`config.mk`:
```
export PLATFORM = sky130hd
export DESIGN_NAME = flappy_engine_flat
export DESIGN_NICKNAME = d
export VERILOG_FILES = /design/src/rtl/flappy_engine_if.sv /design/src/rtl/flappy_engine.sv /design/src/flat_wrapper.sv
export SDC_FILE = /design/constraint.sdc
export NUM_CORES = 1
export LEC_CHECK = 0
export ABC_CLOCK_PERIOD_IN_PS = 4000
export CAP_MARGIN = 20
export CELL_PAD_IN_SITES_DETAIL_PLACEMENT = 1
export CELL_PAD_IN_SITES_GLOBAL_PLACEMENT = 1
export CORE_MARGIN = 3
export CORE_UTILIZATION = 45
export DETAILED_ROUTE_END_ITERATION = 7
export PLACE_DENSITY_LB_ADDON = 0.1
export SYNTH_ARGS = -nofsm -noshare
export SYNTH_HDL_FRONTEND = slang
export SYNTH_SLANG_ARGS = --single-unit
export TNS_END_PERCENT = 50
```
`constraint.sdc`:
```
create_clock -name CLK -period 4 [get_ports CLK]
set_input_delay 0.8 -clock CLK [delete_from_list [all_inputs] [get_ports CLK]]
set_output_delay 0.8 -clock CLK [all_outputs]
set_load 0.02 [all_outputs]
```
`src/rtl/flappy_engine_if.sv`:
```
// Bus between the flappy game engine and its controller / display side.
// master drives the game controls and scan column; slave is the engine.
interface flappy_engine_if #(
  parameter int COLS    = 8,
  parameter int ROWS    = 8,
  parameter int LIVES   = 5,
  parameter int SCORE_W = 8
);
  logic                    tick;
  logic                    start;
  logic                    pause;
  logic                    up;
  logic                    down;
  logic [$clog2(COLS)-1:0] scan_col;
  logic [ROWS-1:0]         pipe_col;
  logic [ROWS-1:0]         bird_col;
  logic [LIVES-1:0]        lives;
  logic [SCORE_W-1:0]      score;
  logic [1:0]              state;
  logic                    game_over;

  modport master (
    output tick, start, pause, up, down, scan_col,
    input  pipe_col, bird_col, lives, score, state, game_over
  );

  modport slave (
    input  tick, start, pause, up, down, scan_col,
    output pipe_col, bird_col, lives, score, state, game_over
  );
endinterface

```
`src/rtl/flappy_engine.sv`:
```
// Flappy-bird world state: bird, scrolling pipe slots, lives with grace, score and
// the game FSM, stepped by a tick enable, with a registered column-scan read port.
module flappy_engine #(
  parameter int COLS     = 8,
  parameter int ROWS     = 8,
  parameter int LIVES    = 5,
  parameter int GAP      = 3,
  parameter int SPACING  = 4,
  parameter int BIRD_COL = 2,
  parameter int GRACE    = 3,
  parameter int SCORE_W  = 8
) (
  input  logic             CLK,
  input  logic             clear_n,
  flappy_engine_if.slave   bus
);
  localparam int RW       = (ROWS > 1) ? $clog2(ROWS) : 1;
  localparam int GW       = (GRACE > 0) ? $clog2(GRACE + 1) : 1;
  localparam int SW       = (SPACING > 1) ? $clog2(SPACING) : 1;
  localparam int GAP_SPAN = ROWS - GAP + 1;

  typedef enum logic [1:0] {
    S_IDLE  = 2'b00,
    S_PLAY  = 2'b01,
    S_PAUSE = 2'b10,
    S_OVER  = 2'b11
  } state_e;

  typedef struct packed {
    logic          valid;
    logic [RW-1:0] gap_top;
  } slot_t;

  state_e             state_q, state_d;
  logic [LIVES-1:0]   lives_q, lives_d;
  logic [SCORE_W-1:0] score_q, score_d;
  logic [RW-1:0]      bird_q, bird_d;
  logic [GW-1:0]      grace_q, grace_d;
  logic [SW-1:0]      spawn_q, spawn_d;
  logic [7:0]         lfsr_q, lfsr_d;
  slot_t              slot_q [COLS];
  slot_t              slot_d [COLS];
  logic [ROWS-1:0]    pipe_q, pipe_rd;
  logic [ROWS-1:0]    bird_col_q, bird_rd;
  logic [ROWS-1:0]    pipe_here;
  int                 row;

  // A cell is lit when the slot holds a pipe and the row is outside its gap.
  function automatic logic [ROWS-1:0] column_bits(slot_t s);
    logic [ROWS-1:0] bits;
    bits = '0;
    for (int r = 0; r < ROWS; r++)
      bits[r] = s.valid && (r < int'(s.gap_top) || r > int'(s.gap_top) + GAP - 1);
    return bits;
  endfunction

  // NOTE: every variable gets its default before any branch, so no latch is inferred.
  always_comb begin
    state_d   = state_q;
    lives_d   = lives_q;
    score_d   = score_q;
    bird_d    = bird_q;
    grace_d   = grace_q;
    spawn_d   = spawn_q;
    lfsr_d    = lfsr_q;
    slot_d    = slot_q;
    pipe_here = '0;
    row       = 0;

    unique case (state_q)
      S_IDLE:  if (bus.start) state_d = S_PLAY;
      S_PAUSE: if (!bus.pause) state_d = S_PLAY;
      S_OVER: begin
        if (bus.start) begin
          state_d = S_IDLE;
          lives_d = '1;
          score_d = '0;
          bird_d  = RW'(ROWS / 2);
          grace_d = '0;
          spawn_d = '0;
          for (int c = 0; c < COLS; c++) slot_d[c] = '0;
        end
      end
      S_PLAY: begin
        if (bus.pause) begin
          state_d = S_PAUSE;
        end else if (bus.tick) begin
          row = int'(bird_q) + (bus.up ? -1 : 1) + (bus.down ? 1 : 0);
          if (row < 0) row = 0;
          else if (row > ROWS - 1) row = ROWS - 1;
          bird_d = RW'(row);

          if (slot_q[BIRD_COL].valid && score_q != {SCORE_W{1'b1}})
            score_d = score_q + 1'b1;

          for (int c = 0; c < COLS - 1; c++) slot_d[c] = slot_q[c + 1];
          if (spawn_q == SW'(SPACING - 1)) begin
            slot_d[COLS-1].valid   = 1'b1;
            slot_d[COLS-1].gap_top = RW'(lfsr_q % 8'(GAP_SPAN));
            spawn_d                = '0;
          end else begin
            slot_d[COLS-1] = '0;
            spawn_d        = spawn_q + 1'b1;
          end
          lfsr_d = {lfsr_q[6:0], lfsr_q[7] ^ lfsr_q[5] ^ lfsr_q[4] ^ lfsr_q[3]};

          if (grace_q != '0) begin
            grace_d = grace_q - 1'b1;
          end else begin
            pipe_here = column_bits(slot_d[BIRD_COL]);
            if (row == 0 || row == ROWS - 1 || pipe_here[bird_d]) begin
              lives_d                = lives_q << 1;
              slot_d[BIRD_COL].valid = 1'b0;
              grace_d                = GW'(GRACE);
              if (lives_d == '0) state_d = S_OVER;
            end
          end
        end
      end
      default: state_d = S_IDLE;
    endcase
  end

  // Read port: X pattern in OVER, otherwise the addressed slot plus the bird.
  always_comb begin
    pipe_rd = '0;
    bird_rd = '0;
    if (int'(bus.scan_col) < COLS) begin
      if (state_q == S_OVER) begin
        for (int r = 0; r < ROWS; r++)
          pipe_rd[r] = (r == int'(bus.scan_col)) || (r == COLS - 1 - int'(bus.scan_col));
      end else begin
        pipe_rd = column_bits(slot_q[bus.scan_col]);
        if (int'(bus.scan_col) == BIRD_COL) bird_rd[bird_q] = 1'b1;
      end
    end
  end

  // NOTE: sequential state is written only with <= so every flop samples pre-edge values.
  always_ff @(posedge CLK or negedge clear_n) begin
    if (!clear_n) state_q <= S_IDLE;
    else          state_q <= state_d;
  end

  always_ff @(posedge CLK or negedge clear_n) begin
    if (!clear_n) begin
      lives_q    <= '1;
      score_q    <= '0;
      bird_q     <= RW'(ROWS / 2);
      grace_q    <= '0;
      spawn_q    <= '0;
      lfsr_q     <= 8'hA5;
      pipe_q     <= '0;
      bird_col_q <= '0;
      // NOTE: the slot array is only COLS small registers, so it takes the async reset too.
      for (int c = 0; c < COLS; c++) slot_q[c] <= '0;
    end else begin
      lives_q    <= lives_d;
      score_q    <= score_d;
      bird_q     <= bird_d;
      grace_q    <= grace_d;
      spawn_q    <= spawn_d;
      lfsr_q     <= lfsr_d;
      pipe_q     <= pipe_rd;
      bird_col_q <= bird_rd;
      slot_q     <= slot_d;
    end
  end

  assign bus.pipe_col  = pipe_q;
  assign bus.bird_col  = bird_col_q;
  assign bus.lives     = lives_q;
  assign bus.score     = score_q;
  assign bus.state     = state_q;
  assign bus.game_over = (state_q == S_OVER);
endmodule

```
`src/flat_wrapper.sv`:
```
// flat-port wrapper written by rule: the top's interface ports become plain ports
module flappy_engine_flat 
#(
  parameter int COLS     = 8,
  parameter int ROWS     = 8,
  parameter int LIVES    = 5,
  parameter int GAP      = 3,
  parameter int SPACING  = 4,
  parameter int BIRD_COL = 2,
  parameter int GRACE    = 3,
  parameter int SCORE_W  = 8
)
  (CLK, clear_n, bus_tick, bus_start, bus_pause, bus_up, bus_down, bus_scan_col, bus_pipe_col, bus_bird_col, bus_lives, bus_score, bus_state, bus_game_over);
  flappy_engine_if #(.COLS(COLS), .ROWS(ROWS), .LIVES(LIVES), .SCORE_W(SCORE_W)) bus_i ();
  input  logic CLK;
  input  logic clear_n;
  input wire logic [$bits(bus_i.tick)-1:0] bus_tick;
  input wire logic [$bits(bus_i.start)-1:0] bus_start;
  input wire logic [$bits(bus_i.pause)-1:0] bus_pause;
  input wire logic [$bits(bus_i.up)-1:0] bus_up;
  input wire logic [$bits(bus_i.down)-1:0] bus_down;
  input wire logic [$bits(bus_i.scan_col)-1:0] bus_scan_col;
  output wire logic [$bits(bus_i.pipe_col)-1:0] bus_pipe_col;
  output wire logic [$bits(bus_i.bird_col)-1:0] bus_bird_col;
  output wire logic [$bits(bus_i.lives)-1:0] bus_lives;
  output wire logic [$bits(bus_i.score)-1:0] bus_score;
  output wire logic [$bits(bus_i.state)-1:0] bus_state;
  output wire logic [$bits(bus_i.game_over)-1:0] bus_game_over;
  assign bus_i.tick = bus_tick;
  assign bus_i.start = bus_start;
  assign bus_i.pause = bus_pause;
  assign bus_i.up = bus_up;
  assign bus_i.down = bus_down;
  assign bus_i.scan_col = bus_scan_col;
  assign bus_pipe_col = bus_i.pipe_col;
  assign bus_bird_col = bus_i.bird_col;
  assign bus_lives = bus_i.lives;
  assign bus_score = bus_i.score;
  assign bus_state = bus_i.state;
  assign bus_game_over = bus_i.game_over;
  flappy_engine #(.COLS(COLS), .ROWS(ROWS), .LIVES(LIVES), .GAP(GAP), .SPACING(SPACING), .BIRD_COL(BIRD_COL), .GRACE(GRACE), .SCORE_W(SCORE_W)) u_core (.CLK(CLK), .clear_n(clear_n), .bus(bus_i));
endmodule
```
Word level (Yosys, flattened, before mapping). Index checks and enable logic that the tools add are counted. Widths: inputs -> output; s select.

$add $sub $neg: 10. Divide/modulo/power cells: 1. Order comparisons: 36. Eq/ne operators: 34. Muxes and demuxes: 57. Bitwise operators: 5. Reductions and logical operators: 55.

Operators with widths (count): $mux 32 (9); $gt 4x32->1 const A (8); $eq 4x32->1 const A (4); $gt 3x32->1 const A (4); $eq 3x32->1 const A (2); $gt 1x32->1 const A (2); $gt 2x32->1 const A (2); $logic_not 32->1 (2); $pmux 32 s2 (1); $sub 32x2->32 const B (2); $mux 8 (7); $add 32x32->32 (1); $add 4x32->32 (1); $eq 2x32->1 const A (1); $eq 32x4->1 const B (1); $gt 32x4->1 const B (1); $lt 32x1->1 const B (1); $mux 2 (15); $mux 5 (5); $logic_or 1x1->1 (24); $logic_and 1x1->1 (18); $lt 3x3->1 const A (6); $pmux 8 s2 (1); $bmux 4 s3 (1); 44 further kinds (79).

Bits in registers: 78. Input bits: 10. Output and inout port bits: 32.

Depth between registers and ports, before layout. Gate-level depths: netlist of the first run.

Word-level depth: 17. Gate-level depth with buffers: 14. Gate-level depth less buffers: 14.

Worst setup path before layout of the first run. Ideal clock, no wire load.

Path type: input port to flip-flop. From: in bus_scan_col[0]. To: reg u_core.pipe_q[7], in the netlist u_core.bus.pipe_col[7]. Setup time: 0.092 ns. Arrival: 3.450 ns. Data required time: 3.908 ns. Slack: 0.459 ns. Stages: 11. Path buffers: 2. Cell sequence: buf_6 clkbuf_1 mux4_2 mux2i_1 inv_1 ha_1 nor2b_1 mux2i_1 a211o_1 and3_1 o31ai_2.

Cells in the longest elaborated chain, start to end: 9.

RTL lines: start: declaration (RTL line flat_wrapper.sv:22) `input wire logic [$bits(bus_i.scan_col)-1:0] bus_scan_col;`; $not 3->4 (implied by the code) (RTL line flappy_engine.sv:133) `pipe_rd = column_bits(slot_q[bus.scan_col]);`; $bmux 4 s3 (RTL line flappy_engine.sv:133); $mux 4 (implied by the code) (2 in series) (RTL line flappy_engine.sv:133); $add 3x2->4 (RTL line flappy_engine.sv:53) `bits[r] = s.valid && (r < int'(s.gap_top) || r > int'(s.gap_top) + GAP - 1);`; $sub 32x2->32 (RTL line flappy_engine.sv:53); $gt 4x32->1 (RTL line flappy_engine.sv:53); $logic_and 1x1->1 (RTL line flappy_engine.sv:53); $mux 8 (*) (RTL line flappy_engine.sv:129) `if (state_q == S_OVER) begin`; net u_core.pipe_rd[7] (RTL line flappy_engine.sv:43) `logic [ROWS-1:0] pipe_q, pipe_rd;`; end signal: assignment (RTL line flappy_engine.sv:164) `pipe_q <= pipe_rd;`; end: declaration (RTL line flappy_engine.sv:43).

Mark *: on every way through the listed nets, which the timed path passes. The rest lies on a longest branch. The select of a mux whose other input is x is not followed. A chain may end at the register's enable or synchronous reset.

Worst setup path after layout of the first run.
From: in bus_down. To: reg u_core.lives_q[4], in the netlist u_core.bus.lives[4].

Cells in the longest elaborated chain, start to end: 13.

RTL lines: start: declaration (RTL line flat_wrapper.sv:21) `input wire logic [$bits(bus_i.down)-1:0] bus_down;`; $mux 1 (*) (RTL line flappy_engine.sv:88) `row = int'(bird_q) + (bus.up ? -1 : 1) + (bus.down ? 1 : 0);`; $add 32x32->32 (*) (RTL line flappy_engine.sv:88); $gt 32x4->1 (RTL line flappy_engine.sv:90) `else if (row > ROWS - 1) row = ROWS - 1;`; $mux 32 (RTL line flappy_engine.sv:90); $mux 32 (*) (RTL line flappy_engine.sv:89) `if (row < 0) row = 0;`; $mux 32 (*) (RTL line flappy_engine.sv:87) `end else if (bus.tick) begin`; $mux 32 (*) (RTL line flappy_engine.sv:85) `if (bus.pause) begin`; $mux 32 (*) (RTL line flappy_engine.sv:70) `unique case (state_q)`; $eq 32x4->1, or another cell as far along (RTL line flappy_engine.sv:111) `if (row == 0 || row == ROWS - 1 || pipe_here[bird_d]) begin`; $logic_or 1x1->1 or $mux 1 (tied branches) (RTL line flappy_engine.sv:111); $logic_or 1x1->1 (*) (RTL line flappy_engine.sv:111); $ne 2x1->1 (no line) (*); $reduce_and 6->1 (no line) (*); end signal: assignment (RTL line flappy_engine.sv:158) `lives_q <= lives_d;`; end: declaration (RTL line flappy_engine.sv:35) `logic [LIVES-1:0] lives_q, lives_d;`.

Every way passes the cells marked *; elsewhere a longest branch is shown, timed or not. The select of a mux whose other input is x is not followed.

==> results of run 1 <==
[area by class of cell]
cell class / count / share of cell area, %
clock buffers: 10 / 2.230
clock inverters: 6 / 1.639
inverters: 21 / 1.377
multi-input cells: 399 / 47.41
flip-flops and latches: 78 / 34.32
well taps: 136 / 2.973
repair buffers: 63 / 10.05
[cells by family (layout without fill, tap and decap cells)]
logic type / after synthesis / count (layout) / synth area share, %
and+or+nand+nor: 200 / 200 / 19.68
DFF: 78 / 78 / 40.76
muxes: 21 / 21 / 6.957
xor gates and xnor gates: 15 / 15 / 2.726
buffers and inverters: 47 / 100 / 4.049
adders and majority gates: 37 / 37 / 9.761
AOI/OAI and AO/OA: 126 / 126 / 16.07
[flip-flops by register name, summed over array words and instances, names as in the netlist]
| name | count |
|---|---|
| u_core.slot_q | 32 |
| u_core.bus.bird_col | 8 |
| u_core.bus.pipe_col | 8 |
| u_core.bus.score | 8 |
| u_core.lfsr_q | 8 |
| u_core.bus.lives | 5 |
| u_core.bird_q | 3 |
| u_core.bus.state | 2 |
| u_core.grace_q | 2 |
| u_core.spawn_q | 2 |
[power groups by stage]
stage / registers (uW) / logic [uW] / clock network, uW
2_1_floorplan: 1060 / 699 / 0
3_3_place_gp: 1080 / 1010 / 0
3_5_place_dp: 1090 / 1050 / 0
4_1_cts: 1080 / 1060 / 687
5_1_grt: 1110 / 1190 / 719
6_report: 1080 / 1060 / 674
[worst register-to-register path, delay by kind of cell (launching register included)]
family / cells / cell delay [ns]
AOI/OAI and AO/OA: 5 / 0.98
adders and majority gates: 2 / 0.55
DFF: 1 / 0.61
buffers and inverters: 2 / 0.27
and+or+nand+nor: 4 / 0.92
[path summary, 6_finish.rpt]
path / endpoint / cells after the start
setup / recovery: u_core.bus.lives[4]$_DFFE_PN1P_ / 16
hold / removal: u_core.slot_q[29]$_DFFE_PN0P_ / 2
setup reg to reg: u_core.bus.lives[4]$_DFFE_PN1P_ / 13
hold reg to reg: u_core.slot_q[29]$_DFFE_PN0P_ / 2
max in group asynchronous: u_core.slot_q[10]$_DFFE_PN0P_ / 1
min in group asynchronous: u_core.bus.bird_col[0]$_DFF_PN0_ / 1
[cells in the mapped netlist (4+ instances only)]
master                     instances  area, um2
sky130_fd_sc_hd__nand3_1          14      70.07
sky130_fd_sc_hd__dfstp_2          10      262.8
sky130_fd_sc_hd__nand2b_1          5      31.28
sky130_fd_sc_hd__dfrtp_1          68       1702
sky130_fd_sc_hd__a211oi_1          6      45.04
sky130_fd_sc_hd__mux2i_1           4      40.04
sky130_fd_sc_hd__nor2b_1           6      37.54
sky130_fd_sc_hd__nor2_1           37      138.9
sky130_fd_sc_hd__xor2_1            8      70.07
sky130_fd_sc_hd__nor3b_1           4      30.03
sky130_fd_sc_hd__nand2_1          95      356.6
sky130_fd_sc_hd__nor3_1            7      35.03
sky130_fd_sc_hd__o31ai_1           8      60.06
sky130_fd_sc_hd__nand3b_1          5      37.54
sky130_fd_sc_hd__xnor2_1           7      61.31
sky130_fd_sc_hd__buf_1             4      15.01
sky130_fd_sc_hd__a21oi_1          24      120.1
sky130_fd_sc_hd__a21o_1            4      30.03
sky130_fd_sc_hd__mux4_2            8      180.2
sky130_fd_sc_hd__ha_1             36      450.4
sky130_fd_sc_hd__o21ai_0          58      290.3
sky130_fd_sc_hd__and3_1            6      37.54
sky130_fd_sc_hd__mux2_2            7      78.83
sky130_fd_sc_hd__nand4_1           5      31.28
sky130_fd_sc_hd__clkbuf_1         17      63.81
sky130_fd_sc_hd__inv_1            20      75.07
[routing by layer]
layer  wire [um]  GRT usage [%]  up-vias
li1            -              -     1929
met1        5255          26.18     1960
met2        6394          39.49       71
met3         340          3.641       13
met4         131          4.720        0
met5           0              0        -
[layout by cell type (no fill, tap or decap), types with 3 or more instances in the layout]
cell type / Yosys / layout
sky130_fd_sc_hd__o21ai_0: 58 / 57
sky130_fd_sc_hd__nand2b_1: 5 / 5
sky130_fd_sc_hd__nor2_1: 37 / 36
sky130_fd_sc_hd__nand3b_1: 5 / 5
sky130_fd_sc_hd__o211ai_1: 3 / 3
sky130_fd_sc_hd__clkbuf_8: 0 / 9
sky130_fd_sc_hd__dfrtp_1: 68 / 68
sky130_fd_sc_hd__dfstp_2: 10 / 10
sky130_fd_sc_hd__mux2i_1: 4 / 4
sky130_fd_sc_hd__inv_1: 20 / 20
sky130_fd_sc_hd__mux4_2: 8 / 8
sky130_fd_sc_hd__a21oi_1: 24 / 21
sky130_fd_sc_hd__xor2_1: 8 / 8
sky130_fd_sc_hd__ha_1: 36 / 36
sky130_fd_sc_hd__xnor2_1: 7 / 7
sky130_fd_sc_hd__a21o_1: 4 / 4
sky130_fd_sc_hd__buf_4: 0 / 23
sky130_fd_sc_hd__mux2_2: 7 / 7
sky130_fd_sc_hd__and3_1: 6 / 6
sky130_fd_sc_hd__nand2_1: 95 / 95
sky130_fd_sc_hd__a211oi_1: 6 / 5
sky130_fd_sc_hd__a21oi_2: 0 / 3
sky130_fd_sc_hd__nor2b_1: 6 / 5
sky130_fd_sc_hd__nor3_1: 7 / 7
sky130_fd_sc_hd__or3_1: 3 / 3
sky130_fd_sc_hd__nand4_1: 5 / 5
sky130_fd_sc_hd__o31ai_1: 8 / 8
sky130_fd_sc_hd__clkdlybuf4s50_1: 0 / 39
sky130_fd_sc_hd__nand3_1: 14 / 14
sky130_fd_sc_hd__nor3b_1: 4 / 4
[metrics by stage]
| stage | TNS, ns | worst slack, ns | power, uW | utilization (%) | area (um2) |
|---|---|---|---|---|---|
| after detailed placement | -1.694 | -0.2493 | 2147 | 52.58 | 5453 |
| after global placement | -0.4927 | -0.09136 | 2089 | 52.58 | 5453 |
| after floorplan | 0 | 0.4586 | 1763 | - | 4820 |
| after global routing | 0 | 0.002702 | 3014 | 55.20 | 5724 |
| final | 0 | 0.3168 | 2812 | 55.20 | 5724 |
| after CTS | 0 | 0.09458 | 2829 | 54.72 | 5674 |
[timing repair]
action,in CTS,in global routing
resized for setup,0,10
setup endpoints to repair,0,9
buffers inserted,0,1
==> results, run 1 <==
- The number of enable flip-flop cells after synthesis is 0.
- The switching power is 1103 uW.
- The worst register-to-register path begins at u_core.bird_q[2]$_DFFE_PN1P_.
- The detailed-routing iteration count for the pre-antenna-repair pass is 4.
- 42 I/O pins were placed.
- The internal portion of the total power is 1710 uW.
- The largest delay contributor family on the critical path is simple AND/OR/NAND/NOR gates.
- The largest net degree at the start of global routing is 79.
- The tree is rooted in a sky130_fd_sc_hd__clkbuf_8.
- The count of standard-cell rows is 37.
- The max-slew violation count is 0.
- The sequential fraction of the synthesis area is 40.76%.
- The number of hold violations in the final report came to 0.
- The transition time of the tightest slew-check pin is 1.001 ns.
- Relative to the synthesized area, the layout overhead comes to 18.77%.
- The tree built by TritonCTS fans out to 78 sinks.
- The clock network burns 24.0% of the power.
- The post-route fraction of the period consumed by the critical path is 92.08%.
- Dividing total power by cell area gives a power density of 491.3 nW/um2.
- Measured along the x axis, the die boundary spans 109.5 um.
- The total DRC errors in the routed layout is 0.
- The run finished with clean final reports.
- The core region is 10,370 um2.
- The wire length of the first global-routing pass is 20,420 um.
- In this run the vertical extent of the chip is 109.5 um.
- The overall routed net length is 12,120 um.
- The number of buffers added by the clock tree synthesis step is 9.
- The number of global-route vias before repair is 4,180.
- The source of the critical timing path is bus_down.
- The overall via count from detail_route is 3,973.
- At the later pin of the worst-skew pair, clock insertion delay measures 0.35 ns.
- The non-filler instance count after layout is 713.
- The detailed router finished its first iteration with 208 violations.
- In this run the static leakage power is 0.002490 uW.
- Port buffering added 41 buffers.
- The overflow left after global routing is 0.
- Across the whole layout, storage elements account for 1964 um2.
- The total setup violations reported at the end of the flow is 0.
- The maximum fanout count along the critical path is 4.
- The ratio of cells with drive above 1 in the final layout is 14.56%.
- Dividing the detail-routed via count by the number of cells gives 5.572.
- The endpoint kind of the worst setup timing path is a flip-flop.
- The worst IR drop on VDD is 0.4269 mV.
- The signal on the critical path passes through clkdlybuf4s50_1 > inv_1 > ha_1 > nor2b_1 > nor2_1 > nor2_2 > o21ai_0 > ha_1 > nor4b_2 > nand4_1 > a211oi_2 > o221ai_2 > buf_4 > a2111o_1 > nor3_1 > a211oi_1.
- The net count reported at finish is 619.
- The number of max-cap violations is 0.
- The required time at the endpoint of the critical path is 4.28 ns.
- The congestion estimate from routability-driven global placement came to 0.8197.
- The netlist area before placement is 4820 um2.
- The number of filler cells placed in the layout is 1,228.
- CTS built an H-tree with a depth of 3.
- Summed over all nets, the half-perimeter wirelength after detailed placement is 8827 um.
- After synthesis the netlist holds a flip-flop and latch count of 78.
- In the final layout, the multi-input gates occupy 2714 um2.
- Counting stages on the worst path, the most repeated cell is sky130_fd_sc_hd__ha_1.
- The worst hold slack is 0.4905 ns.
- Setup repair after global routing left no endpoint under its margin.
- The maximum single-stage delay on the critical path is 0.45 ns.
- The fraction of power consumed by sequential logic is 38.4%.
- The CTS tree is built.
- The worst pin sits at a relative slew slack of 33.27%.
- The most used flip-flop cell after synthesis is sky130_fd_sc_hd__dfrtp_1.
- The mean instance size in the synthesized netlist is 9.198 um2.
- The worst clock skew is 0.009090 ns.
- The repair_antennas step left the layout with diodes totalling 0.
- After detailed routing, the average wire length per cell comes to 17.00 um.
- The clock transition at the registers of the reported paths is 0.09 ns.
- The clock period minus final worst setup slack is 3.683 ns.
- The share of power burned in combinational logic is 37.6%.
- The setup check on the worst reg-to-reg path leaves a slack of 0.61 ns.
- Timing would allow up to 0.2715 GHz.
- During synthesis, Yosys emitted a total of 0 warnings.
- The async set or reset register ratio after synthesis is 100.0%.
- STA classifies the critical path startpoint as an input port.
- The global-route total usage across every layer is 21.46%.
- The count of distinct cell types in the synthesized netlist is 60.
- The post-synth net total is 571.
- The total buffers and inverters traversed by the critical path is 3.
- Buffers inserted to repair hold after CTS numbered 0.
- The cell count after synthesis is 524.
- The critical setup path kind is in -> reg.
- The maximum clock insertion buffer count is 2.
- The initial antenna violation count was 0.
- The type of the most critical hold path is reg -> reg.
- The worst endpoint data arrival time is 3.96 ns.
- The die covers 11,990 um2.
- In this run the remaining antenna-violating nets after routing total 0.
- The standard cell with the maximum stage delay on the critical path is sky130_fd_sc_hd__clkdlybuf4s50_1.
- The effective utilization at floorplan is 46.48%.
- The worst hold path startpoint is u_core.slot_q[29]$_DFFE_PN0P_.
- In this run, placement finished with an instance count of 696.
- The switching portion of total power is 39.20%.
No activity file was read; power rests on OpenSTA's default activity.
==> inputs of run 2 (changes only) <==
Settings changed: SLEW_MARGIN from default to 5.
==> results of run 2 <==
Same layout as run 1: the final DEF is identical, and so are final timing and power.
==> inputs of run 3 (changes only) <==
Settings changed: CTS_CLUSTER_DIAMETER from default to 80, PLACE_DENSITY_LB_ADDON 0.1 to 0.25.
==> results, run 3 (synthesis results as in run 1) <==
- The switching portion of total power is 39.13% (was 39.20%).
- The smallest setup slack after layout is 0.1904 ns (was 0.3168 ns).
- The transition time of the tightest slew-check pin is 0.8220 ns (was 1.001 ns).
- The clock latency on the worst-skew pair is 0.37 ns (was 0.35 ns).
- The setup slack of the worst register-to-register path is 0.60 ns (was 0.61 ns).
- Unrepaired setup endpoints after global routing: yes (was no).
- The setup slack at placement is -0.3186 ns (was -0.2493 ns).
- The total I/O pin count was 42 (unchanged).
- The number of global-route vias before repair is 4,258 (was 4,180).
- The effective utilization at floorplan is 46.48% (unchanged).
- The ratio of cells with drive above 1 in the final layout is 14.16% (was 14.56%).
- The flip-flop count of the largest register, all copies and words added is 32 (unchanged).
- The number of buffers added for setup after CTS came to 0 (unchanged).
- The maximum clock frequency is 0.2625 GHz (was 0.2715 GHz).
- The post-route fraction of the period consumed by the critical path is 95.24% (was 92.08%).
- The count of instances resized after the clock tree is built is 0 (unchanged).
- The number of design-rule violations left by the first detailed-router iteration is 150 (was 208).
- The initial antenna violation count is 0 (unchanged).
- The worst hold slack is 0.2971 ns (was 0.4905 ns).
- The layout overhead on the synthesized area is 19.39% (was 18.77%).
- The CTS tree is built (unchanged).
- The summed area of non-filler cells in the final layout is 5754 um2 (was 5724 um2).
- The final weighted congestion in routability-driven placement was 0.8572 (was 0.8197).
- Highest-count cells in the layout ignoring fill and taps: 95 x sky130_fd_sc_hd__nand2_1, 68 x sky130_fd_sc_hd__dfrtp_1, 57 x sky130_fd_sc_hd__o21ai_0 (unchanged).
- The chip width is 109.5 um (unchanged).
- The number of hold violations in the final report is 0 (unchanged).
- The maximum fanout count along the critical path came to 4 (unchanged).
- The power density over the cells is 496.5 nW/um2 (was 491.3 nW/um2).
- The number of inserted diodes is 0 (unchanged).
- The post-place instance area is 5480 um2 (was 5453 um2).
- The vias per cell was 5.579 (was 5.572).
- The wire length of the first global-routing pass was 20,510 um (was 20,420 um).
- The commonest non-fill, non-tap cell in the layout is sky130_fd_sc_hd__nand2_1 (unchanged).
- The critical setup path kind is in -> reg (unchanged).
- The wire length per cell after detailed routing is 16.80 um (was 17.00 um).
- The share of power burned in combinational logic is 38.0% (was 37.6%).
- The H-tree depth is 3 (unchanged).
- The net count reported at finish was 621 (was 619).
- The count of standard-cell rows was 37 (unchanged).
- The clock root buffer is sky130_fd_sc_hd__clkbuf_8 (unchanged).
- The total DRC errors in the routed layout is 0 (unchanged).
- The number of max-cap violations was 0 (unchanged).
- The overall routed net length is 12,010 um (was 12,120 um).
- The global-route total usage across every layer is 21.74% (was 21.46%).
- The portion of total power attributed to the clock network is 24.2% (was 24.0%).
- The vertical die dimension is 109.5 um (unchanged).
- The worst endpoint data arrival time came to 4.10 ns (was 3.96 ns).
- The capture instance of the worst register-to-register path was u_core.bus.lives[4]$_DFFE_PN1P_ (unchanged).
- The internal portion of total power is 1739 uW (was 1710 uW).
- The overflow left after global routing was 0 (unchanged).
- The count of buffers from port buffering is 41 (unchanged).
- The static leakage is 0.002506 uW (was 0.002490 uW).
- The critical path launch point type is an input port (unchanged).
- The type of the most critical hold path is in -> async (was reg -> reg).
- The depth of the worst register-to-register path was 14 (was 13).
- The switching power is 1118 uW (was 1103 uW).
- The number of nets with antenna violations after detailed routing came to 0 (unchanged).
- The relative slew slack is 44.96% (was 33.27%).
- The max-slew violation count is 0 (unchanged).
- The endpoint kind of the worst setup timing path is a flip-flop (unchanged).
- The HPWL reported at the end of detailed placement is 8698 um (was 8827 um).
- The number of buffers inserted by hold repair at cts was 0 (unchanged).
- The number of buffers added by the clock tree synthesis step is 9 (unchanged).
- The worst IR drop on VDD was 0.3297 mV (was 0.4269 mV).
- The standard cell core area is 10,370 um2 (unchanged).
- The register with the most flip-flops is u_core.slot_q (unchanged).
- The clock transition at the registers of the reported paths is 0.10 ns (was 0.09 ns).
- The worst clock skew came to 0.01605 ns (was 0.009090 ns).
- The clock period minus final worst setup slack is 3.810 ns (was 3.683 ns).
- The largest net degree at the start of global routing is 79 (unchanged).
- The final design utilization is 55.49% (was 55.20%).
- The maximum clock insertion buffer count is 2 (unchanged).
- The die area was 11,990 um2 (unchanged).
- The required time at the endpoint of the critical path was 4.29 ns (was 4.28 ns).
- The detailed-routing iteration count for the pre-antenna-repair pass came to 4 (unchanged).
- The number of clock sinks seen by CTS is 78 (unchanged).
- The overall via count from detail_route is 3,989 (was 3,973).
- The number of filler cells placed in the layout was 1,200 (was 1,228).
- The beginning of the worst register-to-register path is u_core.bird_q[1]$_DFFE_PN0P_ (was u_core.bird_q[2]$_DFFE_PN1P_).
- The total setup violations reported at the end of the flow is 0 (unchanged).
- Run status: finished clean (unchanged).
- The fraction of power consumed by sequential logic was 37.7% (was 38.4%).
==> run 3: how the worst max path moves through the flow <==
stage	startpoint	end	slack (ns)
after floorplan	bus_scan_col[0]	u_core.bus.pipe_col[7]$_DFF_PN0_	0.46
after global placement	bus_down	u_core.bus.lives[2]$_DFFE_PN1P_	-0.08
after detailed placement	bus_up	u_core.grace_q[1]$_DFFE_PN0P_	-0.32
after CTS	bus_up	u_core.bus.lives[3]$_DFFE_PN1P_	0.05
after global routing	bus_up	u_core.bus.lives[4]$_DFFE_PN1P_	-0.008
final	bus_up	u_core.bus.lives[4]$_DFFE_PN1P_	0.19
==> run 3: layout make-up <==
class / instances / area (um2) / share of cell area (%)
Multi-Input combinational cell: 399 / 2690 / 46.75
Sequential cell: 78 / 1964 / 34.14
Timing Repair Buffer: 65 / 620.6 / 10.78
Tap cell: 136 / 170.2 / 2.957
Clock buffer: 10 / 137.6 / 2.392
Clock inverter: 6 / 92.59 / 1.609
Inverter: 21 / 78.83 / 1.370
==> run 3: power by group through the flow <==
| stage | combinational (uW) | clock, uW | sequential (uW) |
|---|---|---|---|
| after floorplan | 699 | 0 | 1060 |
| after global placement | 1020 | 0 | 1080 |
| after detailed placement | 1070 | 0 | 1090 |
| after CTS | 1090 | 706 | 1080 |
| after global routing | 1210 | 746 | 1110 |
| final | 1090 | 692 | 1080 |
==> run 3: per-layer routing <==
| metal | global-route usage [%] | wire length, um |
|---|---|---|
| met4 | 7.480 | 225 |
| met3 | 3.347 | 282 |
| met2 | 38.27 | 6175 |
| met5 | 0 | 0 |
| met1 | 27.12 | 5329 |
==> run 3: critical path: stages <==
cell	delay (ns)
sky130_fd_sc_hd__clkdlybuf4s50_1	0.44
sky130_fd_sc_hd__buf_4	0.17
sky130_fd_sc_hd__buf_12	0.12
sky130_fd_sc_hd__fa_1	0.46
sky130_fd_sc_hd__a21oi_1	0.27
sky130_fd_sc_hd__ha_1	0.17
sky130_fd_sc_hd__and4b_1	0.20
sky130_fd_sc_hd__nand4_1	0.17
sky130_fd_sc_hd__a211oi_1	0.27
sky130_fd_sc_hd__o221ai_1	0.20
sky130_fd_sc_hd__buf_4	0.21
sky130_fd_sc_hd__a2111o_1	0.40
sky130_fd_sc_hd__nor3_1	0.15
sky130_fd_sc_hd__a211oi_1	0.07
==> run 3: per-stage QoR <==
stage	setup TNS (ns)	power [uW]	cells
CTS	0	2872	714
detailed placement	-2.151	2163	698
global placement	-0.3495	2105	698
finish	0	2857	715
floorplan	0	1763	524
global route	-0.01264	3062	715
